File: src/rtl/axis_fifo_pkg.sv
// axis_fifo_pkg: constants and FSM state encoding shared by the stream loader and axis2fifo
package axis_fifo_pkg;
    localparam int DEF_DATA_WIDTH = 32;
    localparam int DEF_DEPTH = 4;
    typedef enum logic [1:0] {IDLE = 2'd0, RECV = 2'd1, DRAIN = 2'd2} state_e;
endpackage

File: src/rtl/sync_fifo_mem.sv
// sync_fifo_mem: synchronous FIFO storage with pointers, occupancy and a registered pop port
// Ports: clk, rst_n (async, active-low); push/din write side; read pop request;
//        dout/dout_valid registered pop result; empty, full, count occupancy status.
module sync_fifo_mem #(
    parameter int WIDTH = 33,
    parameter int DEPTH = 4,
    parameter int AW = $clog2(DEPTH)
) (
    input  logic             clk,
    input  logic             rst_n,
    input  logic             push,
    input  logic [WIDTH-1:0] din,
    input  logic             read,
    output logic [WIDTH-1:0] dout,
    output logic             dout_valid,
    output logic             empty,
    output logic             full,
    output logic [AW:0]      count
);
    logic [WIDTH-1:0] mem [DEPTH];
    logic [AW-1:0] wr_ptr, rd_ptr;
    logic pop;
    assign pop = read && !empty;
    assign empty = count == '0;
    assign full = count == (AW+1)'(DEPTH);
    always_ff @(posedge clk) begin
        if (push) mem[wr_ptr] <= din;
    end
    always_ff @(posedge clk or negedge rst_n) begin
        if (!rst_n) begin
            wr_ptr <= '0;
            rd_ptr <= '0;
            count <= '0;
            dout <= '0;
            dout_valid <= 1'b0;
        end else begin
            wr_ptr <= push ? wr_ptr + AW'(1) : wr_ptr;
            rd_ptr <= pop ? rd_ptr + AW'(1) : rd_ptr;
            count <= count + (AW+1)'(push) - (AW+1)'(pop);
            dout_valid <= pop;
            dout <= pop ? mem[rd_ptr] : dout;
        end
    end
endmodule

File: src/rtl/axis2fifo.sv
// axis2fifo: AXI-Stream slave capturing one tlast-terminated frame per start into a pop-style FIFO
// Ports: clk, rst_n (async, active-low); start arms a frame capture from IDLE;
//        m_axis_* stream input with tready backpressure; read pops one word into
//        dout/dout_last with a dout_valid pulse; empty/full/count occupancy;
//        frame_done pulse and frame_len when a frame is received and drained;
//        underflow sticky flag for reads while empty (cleared by an accepted start).
module axis2fifo
    import axis_fifo_pkg::*;
#(
    parameter int DATA_WIDTH = DEF_DATA_WIDTH,
    parameter int DEPTH = DEF_DEPTH,
    parameter int ADDR_WIDTH = $clog2(DEPTH),
    parameter int LEN_WIDTH = 16
) (
    input  logic                  clk,
    input  logic                  rst_n,
    input  logic                  start,
    input  logic [DATA_WIDTH-1:0] m_axis_tdata,
    input  logic                  m_axis_tvalid,
    output logic                  m_axis_tready,
    input  logic                  m_axis_tlast,
    input  logic                  read,
    output logic [DATA_WIDTH-1:0] dout,
    output logic                  dout_valid,
    output logic                  dout_last,
    output logic                  empty,
    output logic                  full,
    output logic [ADDR_WIDTH:0]   count,
    output logic                  frame_done,
    output logic [LEN_WIDTH-1:0]  frame_len,
    output logic                  underflow
);
    localparam logic [1:0] S_IDLE = IDLE;
    localparam logic [1:0] S_RECV = RECV;
    localparam logic [1:0] S_DRAIN = DRAIN;
    logic [1:0] state;
    logic [LEN_WIDTH-1:0] len_cnt;
    logic [DATA_WIDTH:0] rd_word;
    logic push, go;
    // tready comes from registers only; full uses the pre-pop count so a full FIFO never takes a push
    assign m_axis_tready = state == S_RECV && !full;
    assign push = m_axis_tvalid && m_axis_tready;
    assign go = state == S_IDLE && start;
    assign dout = rd_word[DATA_WIDTH-1:0];
    assign dout_last = rd_word[DATA_WIDTH];
    sync_fifo_mem #(.WIDTH(DATA_WIDTH + 1), .DEPTH(DEPTH), .AW(ADDR_WIDTH)) u_mem (
        .clk(clk),
        .rst_n(rst_n),
        .push(push),
        .din({m_axis_tlast, m_axis_tdata}),
        .read(read),
        .dout(rd_word),
        .dout_valid(dout_valid),
        .empty(empty),
        .full(full),
        .count(count)
    );
    always_ff @(posedge clk or negedge rst_n) begin
        if (!rst_n) begin
            state <= S_IDLE;
            len_cnt <= '0;
            frame_done <= 1'b0;
            frame_len <= '0;
            underflow <= 1'b0;
        end else begin
            frame_done <= 1'b0;
            underflow <= (underflow && !go) || (read && empty);
            case (state)
                S_IDLE: begin
                    state <= start ? S_RECV : S_IDLE;
                    len_cnt <= start ? '0 : len_cnt;
                end
                S_RECV: begin
                    // saturate rather than wrap so oversize frames report the maximum length
                    len_cnt <= (push && !(&len_cnt)) ? len_cnt + LEN_WIDTH'(1) : len_cnt;
                    state <= (push && m_axis_tlast) ? S_DRAIN : S_RECV;
                end
                S_DRAIN: begin
                    // a pop racing the tlast push leaves entries behind, so wait for true empty
                    state <= empty ? S_IDLE : S_DRAIN;
                    frame_done <= empty;
                    frame_len <= empty ? len_cnt : frame_len;
                end
                default: state <= S_IDLE;
            endcase
        end
    end
endmodule

File: config.mk
export PLATFORM = sky130hd
export DESIGN_NAME = axis2fifo
export DESIGN_NICKNAME = d
export VERILOG_FILES = /design/src/rtl/axis_fifo_pkg.sv /design/src/rtl/sync_fifo_mem.sv /design/src/rtl/axis2fifo.sv
export SDC_FILE = /design/constraint.sdc
export NUM_CORES = 1
export LEC_CHECK = 0
export BUFFER_PORTS_ARGS = -buffer_cell sky130_fd_sc_hd__clkbuf_2
export CAP_MARGIN = 0
export CORE_AREA = 2 2 111 220
export DETAILED_ROUTE_END_ITERATION = 7
export DIE_AREA = 0 0 113 222
export PLACE_DENSITY = 0.64
export SETUP_SLACK_MARGIN = 0.2
export SYNTH_ARGS = -nofsm -noshare
export SYNTH_HDL_FRONTEND = slang
export SYNTH_SLANG_ARGS = --single-unit
File: constraint.sdc
create_clock -name clk -period 2.7 [get_ports clk]
set_clock_uncertainty 0.15 [all_clocks]
set_input_delay 0.54 -clock clk [delete_from_list [all_inputs] [get_ports clk]]
set_output_delay 0.54 -clock clk [all_outputs]
set_load 0.1 [all_outputs]
---- Word level (Yosys, flattened, before mapping) ----
Memory sizes are Yosys's and may differ from the RTL's. A register that Yosys moved wholly into a read port is not among the register bits.
Cells that the tools add are included.
word-level totals
  bits in latches ......................... 0
  word-level logic and storage cells ...... 50
  RAM bits ................................ 132
  input bits .............................. 38
  output and inout port bits .............. 58
  bits in read-only memories .............. 0
  bits in registers ....................... 44
  memories ................................ 1
memories
  memory     depth  bits a word  read ports  clocked after memory_dff  wr ports  RTL line             source
  u_mem.mem  4      33           1           1                         1         sync_fifo_mem.sv:20  logic [WIDTH-1:0] mem [DEPTH];
cells by class
  eq/ne operators ......................... 5
  bitwise operators ....................... 0
  $add $sub $neg .......................... 5
  mux-type cells .......................... 10
  divide/modulo/power cells ............... 0
  multiply operators ...................... 0
  order comparisons ....................... 0
  reductions and logical operators ........ 20
  shift-type cells ........................ 0
operators with widths
  kind                                                                     number
  16-bit 2-to-1 mux                                                        2
  16-bit case mux with 2 select lines                                      1
  16-bit by 1-bit adder with 16-bit output, second input constant          1
  16-bit AND reduction                                                     1
  1-bit logical AND                                                        8
  2-bit case mux with 3 select lines                                       1
  1-bit zero test                                                          5
  2-bit by 1-bit adder with 2-bit output, second input constant            2
  1-bit 2-to-1 mux                                                         4
  2-bit 2-to-1 mux                                                         2
  3-bit by 1-bit adder with 3-bit output                                   1
  3-bit equality test, second input constant                               1
  3-bit zero test                                                          1
  3-bit AND reduction                                                      1
  3-bit by 1-bit subtractor with 3-bit output                              1
  2-bit by 1-bit equality test with 1-bit output, second input constant    1
  2-bit equality test, second input constant                               1
  2-bit zero test                                                          1
  2-bit by 1-bit inequality test with 1-bit output, second input constant  1
  2-bit inequality test, second input constant                             1
  2-bit AND reduction                                                      1
  2-bit nonzero test                                                       1
  1-bit logical OR                                                         1

---- Logic depth before layout (Yosys ltp) ----
  word-level depth ........................ 7
  mapped depth ............................ 11
  gate-level depth less buffers ........... 9

---- Cells and area by module ----
From an unflattened synthesis, not the netlist that was laid out.
second synthesis, totals
  cell total of the unflattened synthesis .. 445
  area total of the unflattened synthesis .. 8252.9 um^2
modules (own cells, without submodules)
  module         times used  area each (um^2)  cells an instance  sequential area each (um^2)
  sync_fifo_mem  1           6459.9            279                4989.8
  axis2fifo      1           1793.0            166                900.9

---- Worst setup path after synthesis ----
OpenSTA, ideal clock, no wires.
  path type ............................... register to register
  from .................................... reg u_mem.count[1]
  to ...................................... reg u_mem.count[2]
  required time ........................... 2.391 ns
  stages on the path, launching flop included .. 12
  period minus slack after synthesis ...... 5.266 ns
  path buffers ............................ 2
  setup time .............................. 0.159 ns
  arrival time ............................ 4.957 ns
  setup slack ............................. -2.566 ns
  path through ............................ dfrtp_1 > nor3_1 > nor2b_1 > buf_2 > buf_1 > ha_1 > inv_1 > ha_1 > inv_1 > fa_1 > xnor2_1 > xnor2_1
on the way
  elaborated cells on any way between the ends .. 9
  classes of those cells .................. add/sub: 2; eq/ne: 1; reduce/logical: 6
RTL lines
  element                                      RTL line             source
  start: declaration                           sync_fifo_mem.sv:18  output logic [AW:0] count
  start signal: assignment                     sync_fifo_mem.sv:39  count <= count + (AW+1)'(push) - (AW+1)'(pop);
  3-bit zero test                              sync_fifo_mem.sv:24  assign empty = count == '0;
  net empty                                    axis2fifo.sv:26      output logic empty,
  1-bit zero test                              sync_fifo_mem.sv:23  assign pop = read && !empty;
  1-bit logical AND                            sync_fifo_mem.sv:23
  net u_mem.pop                                sync_fifo_mem.sv:22  logic pop;
  3-bit by 1-bit subtractor with 3-bit output  sync_fifo_mem.sv:39
The timed path passes the listed nets, and every way through them passes these cells.
A chain may end at the register's enable or synchronous reset.

---- Worst setup path in the final report ----
  from .................................... reg u_mem.count[1]
  to ...................................... out m_axis_tready
on the way
  cells in the longest elaborated chain, start to end .. 3
RTL lines
  element              RTL line             source
  3-bit equality test  sync_fifo_mem.sv:25  assign full = count == (AW+1)'(DEPTH);
  1-bit zero test      axis2fifo.sv:41      assign m_axis_tready = state == S_RECV && !full;
  1-bit logical AND    axis2fifo.sv:41
  end: declaration     axis2fifo.sv:20      output logic m_axis_tready,
No other way between the ends.

==> summary.md <==
| Metric | Value |
|---|---|
| Result of the run | finished with violations |
| Failing checks | DRC |
| Boundary Pins | between 90 and 100 |
| RSZ-0062 raised after global routing | yes |
| Remaining max-slew budget at the tightest pin | 0.562 |
| Part of the power in combinational logic | 0.405 |
| Startpoint class of the critical path | register |
| Die Height | around 220 um |
| Initial Utilization | 0.346 |
| Hold depth | 1 |
| Final std cells w/o fill | around 850 |
| Via count | 4301 |
| Post-DRT Antenna Nets | 0 |
| Startpoint of the tightest hold check path | m_axis_tdata[2] |
| Synth cell types | 41 |
| Largest net degree at the start of global routing | 45 |
| FF+latch count, synth | roughly 210 |
| Final Hold Vio Count | 0 |
| Post-synthesis xor/xnor area fraction | 0.00652 |
| Average cell area after synthesis | between 15 and 20 um2 |
| Worst Tran Pin Value | between 0.6 and 0.7 ns |
| Via count of the first global-routing pass | approximately 4600 |
| Count of clock tree sinks | 209 |
| Internal power component | between 7 and 8 mW |
| Sequential share of the synthesized area | 0.731 |
| CP startpoint | u_mem.count[1] |
| Count of cells along the worst register-to-register path | 6 |
| Reg power frac | 0.352 |
| Initial antenna violation count | 0 |
| Leakage | 3.81 nW |
| Period utilization | 0.920 |
| Routability congestion estimate from global placement | between 0.8 and 0.9 |
| Core occupancy in the finished layout | 0.423 |
| Critical Path Sink Type | output port |
| Maximum root-to-sink buffer count | 3 |
| Synth Area in Simple Gates | 0.0450 |
| Count of mapped cells out of synthesis | approximately 440 |
| Vias per cell | a little over 5 |
| Total routing resource utilization after global routing | 0.135 |
| PwrDens | about 1300 nW/um2 |
| Number of nets in the layout | about 600 |
| Total routed wirelength | 16.8 mm |
| Mapped Area | roughly 8100 um2 |
| Die Span X | between 100 and 150 um |
| Pins over their slew limit | 0 |
| Adder-cell share of the synthesized area | 0.0133 |
| Half-perimeter wire length after detailed placement | roughly 11 mm |
| Row count | between 70 and 80 |
| Multiplexer area fraction after synthesis | 0.161 |
| Share of final-layout standard cells stronger than drive strength 1 | 0.448 |
| Clock network latency to the later pin of the worst-skew pair | roughly 0.50 ns |
| Number of iterations in the first detailed-routing pass | 6 |
| Synthesized-area fraction occupied by ao, oa, aoi and oai cells | 0.0281 |
| Area added between synthesis and finish | 22.3% |
| Clock Pin Slew Worst Setup and Hold Paths | approximately 0.07 ns |
| Detailed-route DRC error count | 11 |
| DIE AREA | 25100 um2 |
| TritonCTS clock tree | done |
| Number of cells in the design after placement | ~810 |
| CTS Root Cell | sky130_fd_sc_hd__clkbuf_16 |
| Wire length of the first global-routing pass | around 26 mm |
| Clock group share of total power | 0.243 |
| Number of CTS-inserted buffers | 20 |
| Ant. Diodes | 0 |
| Critical Path Fanout Max | 4 |
| Slowest stage cell, crit path | sky130_fd_sc_hd__dfrtp_4 |
| Synthesized netlist net count | between 400 and 500 |
| Critical path's largest stage delay | slightly above 0.5 ns |
| Critical-path cell list | or3b_4 > clkinvlp_4 > nor2_4 > clkbuf_16 |
| Worst path required time | roughly 2.0 ns |
| Total setup violations reported at the end of the flow | 0 |
| Max-cap check violation count | 0 |
| Switching power | approximately 5.2 mW |
| Kind of critical path | reg -> out |
| Main combinational cell family by area after synthesis | multiplexers |
| Critical Path AT | ~1.8 ns |
| Synth warnings | 0 |
| CTS H-tree depth | 1 |
| Switching power share of the total | 0.418 |
| Reg2Reg Launch Point | len_cnt[1] |
| Total of buffers placed on input and output ports | 95 |
| Routed wire per std cell | just under 20 um |
| Core outline area | between 20000 and 25000 um2 |
| Initial detailed-routing violation count | roughly 240 |
| Fmax | 403 MHz |
| Maximum resistive drop on vdd | 0.713 mV |
| Clock period minus worst slack | 2.48 ns |
| Type of the tightest min-delay check | in -> reg |
| Congestion Overflow GR | 0 |
[registers in the layout, summed over array words and instances (netlist names)]
signal	count
u_mem.mem	132
frame_done	1
u_mem.dout_valid	1
u_mem.count	3
underflow	1
u_mem.dout	33
u_mem.rd_ptr	2
state	2
len_cnt	16
frame_len	16
u_mem.wr_ptr	2
[stage by stage]
step | hold slack (ns) | total power, mW | TNS, ns | worst slack [ns] | instance area [um2]
floorplan | 0.0944 | 8.43 | -2.00 | -0.583 | 8160
global placement | 0.336 | 9.41 | 0 | 0.282 | 9060
detailed placement | 0.343 | 9.51 | 0 | 0.177 | 9060
CTS | 0.0886 | 12.6 | 0 | 0.203 | 9850
global route | 0.0946 | 13.0 | 0 | 0.164 | 9860
finish | 0.102 | 12.5 | 0 | 0.217 | 9860
[routing by layer]
metal | up-vias | track usage | wire length [um]
li1 | 1920 | - | -
met2 | 140 | 0.256 | 9550
met4 | 0 | 0.0468 | 358
met5 | - | 0 | 0
met3 | 26 | 0.0249 | 878
met1 | 2215 | 0.148 | 6000
[placed cells by master (no fill, tap or decap), types with 8 or more instances in the layout]
master / Yosys / layout
sky130_fd_sc_hd__buf_4: 0 / 10
sky130_fd_sc_hd__clkbuf_16: 0 / 21
sky130_fd_sc_hd__clkbuf_2: 1 / 91
sky130_fd_sc_hd__dfrtp_1: 77 / 72
sky130_fd_sc_hd__edfxtp_1: 132 / 132
sky130_fd_sc_hd__mux2_2: 49 / 49
sky130_fd_sc_hd__mux4_2: 33 / 33
sky130_fd_sc_hd__nand2_1: 19 / 19
sky130_fd_sc_hd__nand3_1: 8 / 8
sky130_fd_sc_hd__o21ai_0: 14 / 14
[worst paths after layout]
check                                  end  slack (ns)
min reg2reg                  u_mem.dout[3]        0.35
max                          m_axis_tready        0.22
min                        u_mem.mem[3][2]        0.10
max reg2reg                     len_cnt[3]        0.36
max in group asynchronous    u_mem.dout[3]        1.32
min in group asynchronous    u_mem.dout[5]        0.46
[power groups by stage]
stage | clock [mW] | sequential, mW | combinational, mW
2_1_floorplan | 0 | 6.58 | 1.85
3_3_place_gp | 0 | 4.45 | 4.96
3_5_place_dp | 0 | 4.48 | 5.02
4_1_cts | 3.10 | 4.41 | 5.13
5_1_grt | 3.23 | 4.47 | 5.31
6_report | 3.04 | 4.40 | 5.07
[layout make-up]
type | count | area, um2
fill | 2055 | 13500
tap | 283 | 354
multi-input combinational | 200 | 2120
clock buffer | 26 | 573
sequential | 209 | 5900
timing repair buffer | 111 | 707
inverter | 9 | 37.5
clock inverter | 10 | 158
[cells by family (layout without fill, tap and decap cells)]
| group | count (synthesis) | count (layout) |
|---|---|---|
| AO/OA/AOI/OAI | 36 | 36 |
| AND/OR/NAND/NOR | 68 | 68 |
| adder cells (fa/ha/maj) | 8 | 8 |
| buffers and inverters | 29 | 156 |
| flip-flops | 209 | 209 |
| multiplexers | 82 | 82 |
| XOR/XNOR | 6 | 6 |
[critical path: cells and delay by family (launching register included)]
kind,cells,cell delay (ns)
flops,1,0.51
buf+inv,2,0.32
simple gates,2,0.47
[cells in the mapped netlist, drive strengths merged]
master / number / share of area
edfxtp: 132 / 0.49
dfrtp: 77 / 0.24
mux2: 49 / 0.068
mux4: 33 / 0.092
nand2: 19 / 0.0088
buf: 14 / 0.0087
o21ai: 14 / 0.0087
and2: 9 / 0.0073
inv: 9 / 0.0042
nand3: 9 / 0.0062
nor2: 8 / 0.0037
ha: 7 / 0.011
nand4: 7 / 0.0054
clkbuf: 6 / 0.0029
a21oi: 5 / 0.0031
a31oi: 5 / 0.0039
nor2b: 4 / 0.0031
o31ai: 4 / 0.0037
xnor2: 4 / 0.0043
and3: 3 / 0.0023
nor3: 3 / 0.0019
nand3b: 2 / 0.0019
xor2: 2 / 0.0022
a21boi: 1 / 0.0014
a221o: 1 / 0.0012
a22o: 1 / 0.0011
a2bb2oi: 1 / 0.0011
a41oi: 1 / 0.0011
and4: 1 / 0.0011
fa: 1 / 0.0025
nand2b: 1 / 0.00078
o211ai: 1 / 0.00093
o22ai: 1 / 0.00078
o41ai: 1 / 0.0011
or3b: 1 / 0.0011
or4: 1 / 0.0014
[what timing repair did]
| item | 4_1_cts | 5_1_grt |
|---|---|---|
| hold endpoints to repair | 42 | 0 |
| gates cloned | 0 | 0 |
| hold buffers | 1 | 0 |
| buffers inserted | 2 | 0 |
| gates resized for setup | 8 | 2 |
| pin swaps | 0 | 0 |
| endpoints found under the setup margin | 19 | 14 |
Note: power is estimated with default switching activity, not from simulation.
